**src/rtl/barrel_shifter_pkg.sv**
```systemverilog
// Encodings shared by the pipelined barrel shifter, its stages and its stream interface.
package barrel_shifter_pkg;

  localparam logic [1:0] SHIFT_MODE_LOGICAL = 2'b00;
  localparam logic [1:0] SHIFT_MODE_ARITH   = 2'b01;
  localparam logic [1:0] SHIFT_MODE_ROTATE  = 2'b10;

  localparam logic DIR_RIGHT = 1'b0;
  localparam logic DIR_LEFT  = 1'b1;

  // Per-operation control that travels down the pipeline next to the data.
  typedef struct packed {
    logic       dir;
    logic [1:0] mode;
  } op_ctrl_t;

endpackage

```
**src/rtl/pipelined_barrel_shifter_if.sv**
```systemverilog
// Valid/ready stream bundle for the pipelined barrel shifter.
// BARREL_SHIFTER_STATUS_EN adds the out_zero/out_carry status signals.
interface pipelined_barrel_shifter_if #(
  parameter int DATA_WIDTH = 8,
  parameter int TAG_WIDTH  = 4
);
  localparam int SHIFT_W = $clog2(DATA_WIDTH);

  logic                  in_valid;
  logic                  in_ready;
  logic                  RbarL;
  logic [1:0]            mode;
  logic [SHIFT_W-1:0]    shift;
  logic [DATA_WIDTH-1:0] data_in;
  logic [TAG_WIDTH-1:0]  tag_in;
  logic                  out_valid;
  logic                  out_ready;
  logic [DATA_WIDTH-1:0] data_out;
  logic [TAG_WIDTH-1:0]  tag_out;
`ifdef BARREL_SHIFTER_STATUS_EN
  logic                  out_zero;
  logic                  out_carry;
`endif

  modport master (
    output in_valid, RbarL, mode, shift, data_in, tag_in, out_ready,
    input  in_ready, out_valid, data_out, tag_out
`ifdef BARREL_SHIFTER_STATUS_EN
    , out_zero, out_carry
`endif
  );

  modport slave (
    input  in_valid, RbarL, mode, shift, data_in, tag_in, out_ready,
    output in_ready, out_valid, data_out, tag_out
`ifdef BARREL_SHIFTER_STATUS_EN
    , out_zero, out_carry
`endif
  );

endinterface

```
**src/rtl/barrel_shifter_stage.sv**
```systemverilog
// One pipeline stage: conditionally shifts by 2^STAGE_IDX and registers the result with its sideband.
// BARREL_SHIFTER_STATUS_EN adds the carry chain and the zero flag.
module barrel_shifter_stage
  import barrel_shifter_pkg::*;
#(
  parameter int STAGE_IDX  = 0,
  parameter int DATA_WIDTH = 8,
  parameter int TAG_WIDTH  = 4
) (
  input  logic                          clk,
  input  logic                          rst_n,
  input  logic                          advance_i,
  input  logic                          valid_i,
  input  op_ctrl_t                      ctrl_i,
  input  logic [$clog2(DATA_WIDTH)-1:0] shift_i,
  input  logic [TAG_WIDTH-1:0]          tag_i,
  input  logic [DATA_WIDTH-1:0]         data_i,
`ifdef BARREL_SHIFTER_STATUS_EN
  input  logic                          carry_i,
  output logic                          carry_o,
  output logic                          zero_o,
`endif
  output logic                          valid_o,
  output op_ctrl_t                      ctrl_o,
  output logic [$clog2(DATA_WIDTH)-1:0] shift_o,
  output logic [TAG_WIDTH-1:0]          tag_o,
  output logic [DATA_WIDTH-1:0]         data_o
);
  localparam int SHIFT_W = $clog2(DATA_WIDTH);
  localparam int STEP    = 1 << STAGE_IDX;

  logic                  valid_d, valid_q;
  op_ctrl_t              ctrl_d, ctrl_q;
  logic [SHIFT_W-1:0]    shift_d, shift_q;
  logic [TAG_WIDTH-1:0]  tag_d, tag_q;
  logic [DATA_WIDTH-1:0] data_d, data_q;
  logic [DATA_WIDTH-1:0] shifted_s;

  // Fixed-distance shift; the reserved mode falls through to the logical path.
  always_comb begin
    shifted_s = data_i;
    if (ctrl_i.dir == DIR_LEFT) begin
      case (ctrl_i.mode)
        SHIFT_MODE_ROTATE: shifted_s = (data_i << STEP) | (data_i >> (DATA_WIDTH - STEP));
        default:           shifted_s = data_i << STEP;
      endcase
    end else begin
      case (ctrl_i.mode)
        SHIFT_MODE_ARITH:  shifted_s = $unsigned($signed(data_i) >>> STEP);
        SHIFT_MODE_ROTATE: shifted_s = (data_i >> STEP) | (data_i << (DATA_WIDTH - STEP));
        default:           shifted_s = data_i >> STEP;
      endcase
    end
  end

  // Load on advance, otherwise hold so the whole pipe freezes together.
  always_comb begin
    if (advance_i) begin
      valid_d = valid_i;
      ctrl_d  = ctrl_i;
      shift_d = shift_i;
      tag_d   = tag_i;
      data_d  = shift_i[STAGE_IDX] ? shifted_s : data_i;
    end else begin
      valid_d = valid_q;
      ctrl_d  = ctrl_q;
      shift_d = shift_q;
      tag_d   = tag_q;
      data_d  = data_q;
    end
  end

`ifdef BARREL_SHIFTER_STATUS_EN
  localparam bit IS_LAST = (STAGE_IDX == SHIFT_W - 1);

  logic out_bit_s;
  logic carry_d, carry_q;
  logic zero_d, zero_q;

  // The highest stage that actually shifts sees the overall last bit to leave the word.
  always_comb begin
    if (ctrl_i.dir == DIR_LEFT) begin
      out_bit_s = data_i[DATA_WIDTH-STEP];
    end else begin
      out_bit_s = data_i[STEP-1];
    end
    if (advance_i) begin
      carry_d = shift_i[STAGE_IDX] ? out_bit_s : carry_i;
    end else begin
      carry_d = carry_q;
    end
    zero_d = IS_LAST ? (data_d == {DATA_WIDTH{1'b0}}) : 1'b0;
  end
`endif

  // Stage pipeline register.
  always_ff @(posedge clk) begin
    if (!rst_n) begin
      valid_q <= 1'b0;
      ctrl_q  <= '{dir: 1'b0, mode: 2'b00};
      shift_q <= {SHIFT_W{1'b0}};
      tag_q   <= {TAG_WIDTH{1'b0}};
      data_q  <= {DATA_WIDTH{1'b0}};
`ifdef BARREL_SHIFTER_STATUS_EN
      carry_q <= 1'b0;
      zero_q  <= 1'b0;
`endif
    end else begin
      valid_q <= valid_d;
      ctrl_q  <= ctrl_d;
      shift_q <= shift_d;
      tag_q   <= tag_d;
      data_q  <= data_d;
`ifdef BARREL_SHIFTER_STATUS_EN
      carry_q <= carry_d;
      zero_q  <= zero_d;
`endif
    end
  end

  assign valid_o = valid_q;
  assign ctrl_o  = ctrl_q;
  assign shift_o = shift_q;
  assign tag_o   = tag_q;
  assign data_o  = data_q;
`ifdef BARREL_SHIFTER_STATUS_EN
  assign carry_o = carry_q;
  assign zero_o  = zero_q;
`endif

endmodule

```
**src/rtl/pipelined_barrel_shifter.sv**
```systemverilog
// Pipelined barrel shifter: one register stage per shift-amount bit, valid/ready in and out, global stall.
// BARREL_SHIFTER_STATUS_EN adds registered out_zero/out_carry.
module pipelined_barrel_shifter
  import barrel_shifter_pkg::*;
#(
  parameter int DATA_WIDTH = 8,
  parameter int TAG_WIDTH  = 4
) (
  input  logic                        clk,
  input  logic                        rst_n,
  pipelined_barrel_shifter_if.slave   bs
);
  localparam int SHIFT_W = $clog2(DATA_WIDTH);

  logic                  advance_s;
  logic                  valid_s [0:SHIFT_W];
  op_ctrl_t              ctrl_s  [0:SHIFT_W];
  logic [SHIFT_W-1:0]    shift_s [0:SHIFT_W];
  logic [TAG_WIDTH-1:0]  tag_s   [0:SHIFT_W];
  logic [DATA_WIDTH-1:0] data_s  [0:SHIFT_W];
  op_ctrl_t              ctrl_unused_s;
  logic [SHIFT_W-1:0]    shift_unused_s;
`ifdef BARREL_SHIFTER_STATUS_EN
  logic                  carry_s [0:SHIFT_W];
  logic [SHIFT_W-1:0]    zero_s;
  logic [SHIFT_W-1:0]    zero_unused_s;
`endif

  // Bubbles are kept; the only stall condition is a result the sink refuses.
  assign advance_s = !valid_s[SHIFT_W] || bs.out_ready;

  assign valid_s[0] = bs.in_valid;
  assign ctrl_s[0]  = '{dir: bs.RbarL, mode: bs.mode};
  assign shift_s[0] = bs.shift;
  assign tag_s[0]   = bs.tag_in;
  assign data_s[0]  = bs.data_in;
`ifdef BARREL_SHIFTER_STATUS_EN
  assign carry_s[0] = 1'b0;
`endif

  for (genvar k = 0; k < SHIFT_W; k++) begin : g_stage
    barrel_shifter_stage #(
      .STAGE_IDX  (k),
      .DATA_WIDTH (DATA_WIDTH),
      .TAG_WIDTH  (TAG_WIDTH)
    ) u_stage (
      .clk       (clk),
      .rst_n     (rst_n),
      .advance_i (advance_s),
      .valid_i   (valid_s[k]),
      .ctrl_i    (ctrl_s[k]),
      .shift_i   (shift_s[k]),
      .tag_i     (tag_s[k]),
      .data_i    (data_s[k]),
`ifdef BARREL_SHIFTER_STATUS_EN
      .carry_i   (carry_s[k]),
      .carry_o   (carry_s[k+1]),
      .zero_o    (zero_s[k]),
`endif
      .valid_o   (valid_s[k+1]),
      .ctrl_o    (ctrl_s[k+1]),
      .shift_o   (shift_s[k+1]),
      .tag_o     (tag_s[k+1]),
      .data_o    (data_s[k+1])
    );
  end

  // Control that has left the final stage has no further consumer.
  assign ctrl_unused_s  = ctrl_s[SHIFT_W];
  assign shift_unused_s = shift_s[SHIFT_W];

  assign bs.in_ready  = advance_s;
  assign bs.out_valid = valid_s[SHIFT_W];
  assign bs.data_out  = data_s[SHIFT_W];
  assign bs.tag_out   = tag_s[SHIFT_W];
`ifdef BARREL_SHIFTER_STATUS_EN
  assign zero_unused_s = zero_s;
  assign bs.out_zero   = zero_s[SHIFT_W-1];
  assign bs.out_carry  = carry_s[SHIFT_W];
`endif

endmodule

```
**src/flat_wrapper.sv**
```systemverilog
// flat-port wrapper written by rule: the top's interface ports become plain ports
module pipelined_barrel_shifter_flat import barrel_shifter_pkg::*;
#(
  parameter int DATA_WIDTH = 8,
  parameter int TAG_WIDTH  = 4
)
  (clk, rst_n, bs_in_valid, bs_RbarL, bs_mode, bs_shift, bs_data_in, bs_tag_in, bs_out_ready, bs_in_ready, bs_out_valid, bs_data_out, bs_tag_out);
  pipelined_barrel_shifter_if #(.DATA_WIDTH(DATA_WIDTH), .TAG_WIDTH(TAG_WIDTH)) bs_i ();
  input  logic clk;
  input  logic rst_n;
  input wire logic [$bits(bs_i.in_valid)-1:0] bs_in_valid;
  input wire logic [$bits(bs_i.RbarL)-1:0] bs_RbarL;
  input wire logic [$bits(bs_i.mode)-1:0] bs_mode;
  input wire logic [$bits(bs_i.shift)-1:0] bs_shift;
  input wire logic [$bits(bs_i.data_in)-1:0] bs_data_in;
  input wire logic [$bits(bs_i.tag_in)-1:0] bs_tag_in;
  input wire logic [$bits(bs_i.out_ready)-1:0] bs_out_ready;
  output wire logic [$bits(bs_i.in_ready)-1:0] bs_in_ready;
  output wire logic [$bits(bs_i.out_valid)-1:0] bs_out_valid;
  output wire logic [$bits(bs_i.data_out)-1:0] bs_data_out;
  output wire logic [$bits(bs_i.tag_out)-1:0] bs_tag_out;
  assign bs_i.in_valid = bs_in_valid;
  assign bs_i.RbarL = bs_RbarL;
  assign bs_i.mode = bs_mode;
  assign bs_i.shift = bs_shift;
  assign bs_i.data_in = bs_data_in;
  assign bs_i.tag_in = bs_tag_in;
  assign bs_i.out_ready = bs_out_ready;
  assign bs_in_ready = bs_i.in_ready;
  assign bs_out_valid = bs_i.out_valid;
  assign bs_data_out = bs_i.data_out;
  assign bs_tag_out = bs_i.tag_out;
  pipelined_barrel_shifter #(.DATA_WIDTH(DATA_WIDTH), .TAG_WIDTH(TAG_WIDTH)) u_core (.clk(clk), .rst_n(rst_n), .bs(bs_i));
endmodule
```
**config.mk**
```make
export PLATFORM = sky130hd
export DESIGN_NAME = pipelined_barrel_shifter_flat
export DESIGN_NICKNAME = d
export VERILOG_FILES = /design/src/rtl/barrel_shifter_pkg.sv /design/src/rtl/pipelined_barrel_shifter_if.sv /design/src/rtl/barrel_shifter_stage.sv /design/src/rtl/pipelined_barrel_shifter.sv /design/src/flat_wrapper.sv
export SDC_FILE = /design/constraint.sdc
export NUM_CORES = 1
export LEC_CHECK = 0
export CORE_MARGIN = 4
export CORE_UTILIZATION = 35
export CTS_CLUSTER_SIZE = 20
export DETAILED_ROUTE_END_ITERATION = 10
export PLACE_DENSITY = 0.59
export REMOVE_ABC_BUFFERS = 1
export SLEW_MARGIN = 20
export SYNTH_ARGS = -nofsm -noshare
export SYNTH_HDL_FRONTEND = slang
export SYNTH_SLANG_ARGS = --single-unit
```
**constraint.sdc**
```tcl
create_clock -name clk -period 1.7 [get_ports clk]
set_clock_uncertainty 0.15 [all_clocks]
set_input_delay 0.255 -clock clk [delete_from_list [all_inputs] [get_ports clk]]
set_output_delay 0.255 -clock clk [all_outputs]
set_load 0.03 [all_outputs]
```
Word-level counts from Yosys, hierarchy flattened

Cells that the tools add are included.
Widths: inputs -> output; s select.

Logic and storage cells: 40
Flip-flop bits (word level): 51
Memory bits (read-only): 0
Bits in latches: 0
Bits in writable memories: 0
Input port bits: 22
Memories kept: 0
Output and inout bits: 14

Shift-type cells: 0
$lt $le $gt $ge: 0
Add/subtract/negate cells: 0
Multiply operators: 0
Eq/ne operators: 6
Div/mod/pow operators: 0
Reduce and logical (&&, ||, !) cells: 2
Bitwise logic cells: 5
Multiplexer cells: 12

Operator list:

| operator           | number |
|---|---|
| $mux 8             | 9 |
| $pmux 8 s2         | 3 |
| $or 4x8->8         | 1 |
| $or 6x8->8         | 1 |
| $or 7x8->8         | 1 |
| $or 8x1->8         | 1 |
| $or 8x2->8         | 1 |
| $eq 2x1->1 const B | 3 |
| $eq 2x2->1 const B | 3 |
| $logic_not 1->1    | 1 |
| $logic_or 1x1->1   | 1 |

Logic depth before layout (Yosys ltp)

Word-level depth: 4
Gate-level depth with buffers: 7
Depth with buffers taken out: 5

Cells and area by module

Synthesis repeated with hierarchy kept, for this count alone.

Cell total of the unflattened synthesis: 289
Area, all modules: 2776.4 um^2

By module, submodules not included:

| module                                           | instances | area each (um^2) | sequential area each (um^2) | cells each |
|---|---|---|---|---|
| barrel_shifter_stage (u_core.g_stage[1].u_stage) | 1         | 937.1            | 380.4                       | 98 |
| barrel_shifter_stage (u_core.g_stage[0].u_stage) | 1         | 925.9            | 380.4                       | 95 |
| barrel_shifter_stage (u_core.g_stage[2].u_stage) | 1         | 907.1            | 380.4                       | 95 |
| pipelined_barrel_shifter                         | 1         | 6.3              | 0.0                         | 1 |

Least setup slack after synthesis

Ideal clock, no wire load.

Path type: flip-flop to flip-flop
Start: register u_core.g_stage[2].u_stage.valid_q
End: register u_core.g_stage[0].u_stage.ctrl_q (netlist bit u_core.g_stage[0].u_stage.ctrl_o[0])
Library setup time: 135 ps
Path buffers: 3
Arrival: 1265 ps
Slack: 150 ps
Stages on the path, launching flop included: 8
Cell sequence: dfxtp_1 -> nor2b_1 -> buf_2 -> inv_2 -> buf_4 -> buf_4 -> nand2_1 -> a21oi_1

Longest elaborated chain between the ends: 2

Ends and longest elaborated chain:

| what                   | line                           | source |
|---|---|---|
| start, declared        | barrel_shifter_stage.sv:32     | `logic valid_d, valid_q;` |
| start signal, assigned | barrel_shifter_stage.sv:109    | `valid_q <= valid_d;` |
| $logic_not 1->1        | pipelined_barrel_shifter.sv:30 | `assign advance_s = !valid_s[SHIFT_W] \|\| bs.out_ready;` |
| $logic_or 1x1->1       | pipelined_barrel_shifter.sv:30 |  |
| net bs_in_ready        | flat_wrapper.sv:18             | `output wire logic [$bits(bs_i.in_ready)-1:0] bs_in_ready;` |
| end signal, assigned   | barrel_shifter_stage.sv:100    | `ctrl_q <= '{dir: 1'b0, mode: 2'b00};` |
| end signal, assigned   | barrel_shifter_stage.sv:110    | `ctrl_q <= ctrl_d;` |
| end, declared          | barrel_shifter_stage.sv:33     | `op_ctrl_t ctrl_d, ctrl_q;` |

The timed path passes the listed nets, and every way through them passes these cells.
A chain may end at the register's enable or synchronous reset.

Worst setup path after layout

Start: input bs_out_ready
End: output bs_in_ready

Longest elaborated chain between the ends: 1

Ends and longest elaborated chain:

| what             | line                           | source |
|---|---|---|
| start, declared  | flat_wrapper.sv:17             | `input wire logic [$bits(bs_i.out_ready)-1:0] bs_out_ready;` |
| $logic_or 1x1->1 | pipelined_barrel_shifter.sv:30 |  |
| end, declared    | flat_wrapper.sv:18             |  |

No other way between the ends.

==> flow_metrics.env <==
export IMPL_initial_utilization=0.363
export IMPL_synth_area_um2=2320
export IMPL_critical_path_cell_chain="clkdlybuf4s50_1 -> nor2b_4 -> inv_4 -> buf_4 -> buf_4"
export IMPL_grt_setup_unrepaired="no"
export IMPL_synthesis_yosys_warnings=0
export IMPL_synth_edf_count=0
export IMPL_met2_routed_length_um=2290
export IMPL_swShare=0.262
export IMPL_route_antenna_remaining_nets=0
export IMPL_grt_max_degree=20
export IMPL_routed_via_count=2028
export IMPL_relSlewSlack=0.651
export IMPL_gp_routability_congestion=0.834
export IMPL_tightestPinTransition_ns=0.523
export IMPL_cts_sinks=48
export IMPL_ys_seq_area_frac=0.415
export IMPL_share_of_power_burned_in_the_clock_network=0.299
export IMPL_post_place_cells=393
export IMPL_pwr_density_cell_nw_per_um2=814
export IMPL_critical_path_class="in -> out"
export IMPL_cts_inserted_buffers=5
export IMPL_design_portCount=36
export IMPL_grt_remaining_overflow=0
export IMPL_status="finished clean"
export IMPL_drv_max_cap_violation_count=0
export IMPL_final_common_cell="nand2_1"
export IMPL_hold_viol=0
export IMPL_die_height_um=89.4
export IMPL_power_ir_vdd_worst_mv=0.444
export IMPL_route_layer_met1_wl_um=2380
export IMPL_coreArea_um2=6390
export IMPL_worst_path_most_repeated_cell="buf_4"
export IMPL_track_usage=0.135
export IMPL_setup_slack_ns=0.0413
export IMPL_met3RoutedLength_um=234
export IMPL_finalNonFillerCells=402
export IMPL_crit_path_max_incr_delay_ns=0.44
export IMPL_yosysUniqueCellTypes=28
export IMPL_final_max_slew_violation_count=0
export IMPL_sequential_power_share=0.540
export IMPL_io_buffer_count=35
export IMPL_clkSlewWorstSetupHoldPaths_ns=0.08
export IMPL_finalWirelength_um=4960
export IMPL_floorplan_rows=29
export IMPL_final_cell_mix="nand2_1 (69), dfxtp_1 (47), a21oi_1 (34), buf_4 (24), clkdlybuf4s50_1 (21)"
export IMPL_drcViolationCount=0
export IMPL_ys_seq_elements=48
export IMPL_ys_async_sr_fraction=0
export IMPL_pre_cts_slack_ns=-0.190
export IMPL_netSwitchingPower_w=0.000611
export IMPL_tritoncts_clock_tree="done"
export IMPL_final_net_count=352
export IMPL_dp_hpwl_um=3680
export IMPL_clkLatencyLatePin_ns=0.30
export IMPL_yosys_most_used_dff="dfxtp_1"
export IMPL_startpoint_kind_of_the_worst_setup_timing_path="primary input"
export IMPL_cts_max_level=2
export IMPL_timing_critical_path_arrival_ns=1.25
export IMPL_internal_power_w=0.00172
export IMPL_grt_antenna_before_repair=0
export IMPL_setup_violations_final=0
export IMPL_post_synthesis_cell_count=289
export IMPL_worstPathBufferInverterCount=4
export IMPL_crit_path_top_delay_cell="clkdlybuf4s50_1"
export IMPL_finalWorstPathRequiredPeriod_ns=1.66
export IMPL_cp_end_kind="primary output"
export IMPL_die_area_um2=7990
export IMPL_power_frac_comb=0.161
export IMPL_power_leakage_nw=1.18
export IMPL_critPathTopFamily="buffers and inverters"
export IMPL_die_width_um=89.4
export IMPL_critical_path_required_ns=1.29
export IMPL_average_wire_length_per_cell_after_detail_routing_um=12.3
export IMPL_syn_area_per_cell_um2=8.02
export IMPL_number_of_global_route_vias_before_repair=1897
export IMPL_critical_path_max_fanout=9
export IMPL_ratio_of_cells_with_drive_above_1_in_the_final_layout=0.117
export IMPL_dr_pass1_iters=4
export IMPL_achievable_frequency_ghz=0.603
export IMPL_highest_layer="met4"
export IMPL_ctsRootBufferMaster="clkbuf_8"
export IMPL_detail_route_iter0_violations=126
export IMPL_ctsLongestPathBuffers=2
export IMPL_min_period_over_period=0.976
export IMPL_n_antenna_cell=0
export IMPL_route_detailed_vias_per_inst=5.04
export IMPL_grt_first_pass_wirelength_um=8600
export IMPL_min_delay_path_class="reg -> reg"
export IMPL_synthToLayoutAreaGrowth_pct=23.4
what timing repair did:
item	in CTS	in global routing
gates resized for setup	14	1
setup buffers	1	0
pin swaps	0	0
endpoints found under the setup margin	14	1
hold buffers	0	0
gates cloned	0	0
endpoints found under the hold margin	0	0
flip-flops by register name, summed over array words and instances, names as in the netlist:
register,count
u_core.g_stage.u_stage.tag_o,12
u_core.g_stage.u_stage.valid_o,3
u_core.g_stage.u_stage.ctrl_o,6
u_core.g_stage.u_stage.shift_o,3
u_core.g_stage.u_stage.data_o,24
cells in the mapped netlist (6+ instances only):
master,instances,area share
nand2_1,69,0.11
dfxtp_1,48,0.41
a21oi_1,34,0.073
nor2_1,19,0.031
buf_4,13,0.042
a211o_1,10,0.038
mux2i_1,10,0.043
o21ai_0,10,0.022
buf_2,8,0.017
clkbuf_1,7,0.011
ha_1,6,0.032
inv_1,6,0.0097
nor2b_1,6,0.016
metrics by stage:
stage	setup TNS, ns	cell area, um2	total power (W)	hold WS, ns	util
after floorplan	-100.02	2130	0.00148	0.244	-
after global placement	-0.181	2770	0.00166	0.288	0.434
after detailed placement	-0.224	2770	0.00167	0.295	0.434
after CTS	0	2860	0.00236	0.306	0.447
after global routing	0	2860	0.00245	0.318	0.448
final	0	2860	0.00233	0.303	0.448
worst register-to-register path, delay by kind of cell, from the launching register on:
family / cells / cell delay [ns]
AO/OA/AOI/OAI: 2 / 0.64
adder cells (fa/ha/maj): 1 / 0.32
buffers and inverters: 1 / 0.04
flip-flops: 1 / 0.34
final timing paths:
check	end	start	cells past startpoint	slack, ns
min reg2reg	u_core.g_stage[2].u_stage.tag_o[1]	u_core.g_stage[2].u_stage.tag_o[1]	2	0.30
max reg2reg	u_core.g_stage[2].u_stage.data_o[5]	u_core.g_stage[1].u_stage.ctrl_o[0]	4	0.11
min	u_core.g_stage[2].u_stage.tag_o[1]	u_core.g_stage[2].u_stage.tag_o[1]	2	0.30
max	bs_in_ready	bs_out_ready	5	0.04
logic make-up after synthesis:
kind of cell,after synthesis,synth area share
AO/OA/AOI/OAI,79,0.228
adder cells (fa/ha/maj),6,0.0324
buffers and inverters,39,0.0923
flip-flops,48,0.415
multiplexers,10,0.0432
AND/OR/NAND/NOR,107,0.189
area by class of cell:
type                            instances  area (um2)
Timing Repair Buffer                   59         524
Clock buffer                            7        86.3
Inverter                                8        32.5
Sequential cell                        48         962
Clock inverter                          1        7.51
Tap cell                               77        96.3
Multi-Input combinational cell        202        1150
Fill cell                             675        3530
power by group through the flow:
stage,sequential [W],combinational [W],clock [W]
4_1_cts,0.00126,0.000378,0.000725
6_report,0.00126,0.000374,0.000695
3_5_place_dp,0.00129,0.000385,0
2_1_floorplan,0.00130,0.000179,0
5_1_grt,0.00127,0.000414,0.000766
3_3_place_gp,0.00128,0.000381,0
routing by layer:
metal | vias to the layer above | track usage
li1 | 1056 | -
met1 | 925 | 0.174
met2 | 42 | 0.225
met3 | 5 | 0.0341
met4 | 0 | 0.0365
met5 | - | 0
No activity file was read; power rests on OpenSTA's default activity.
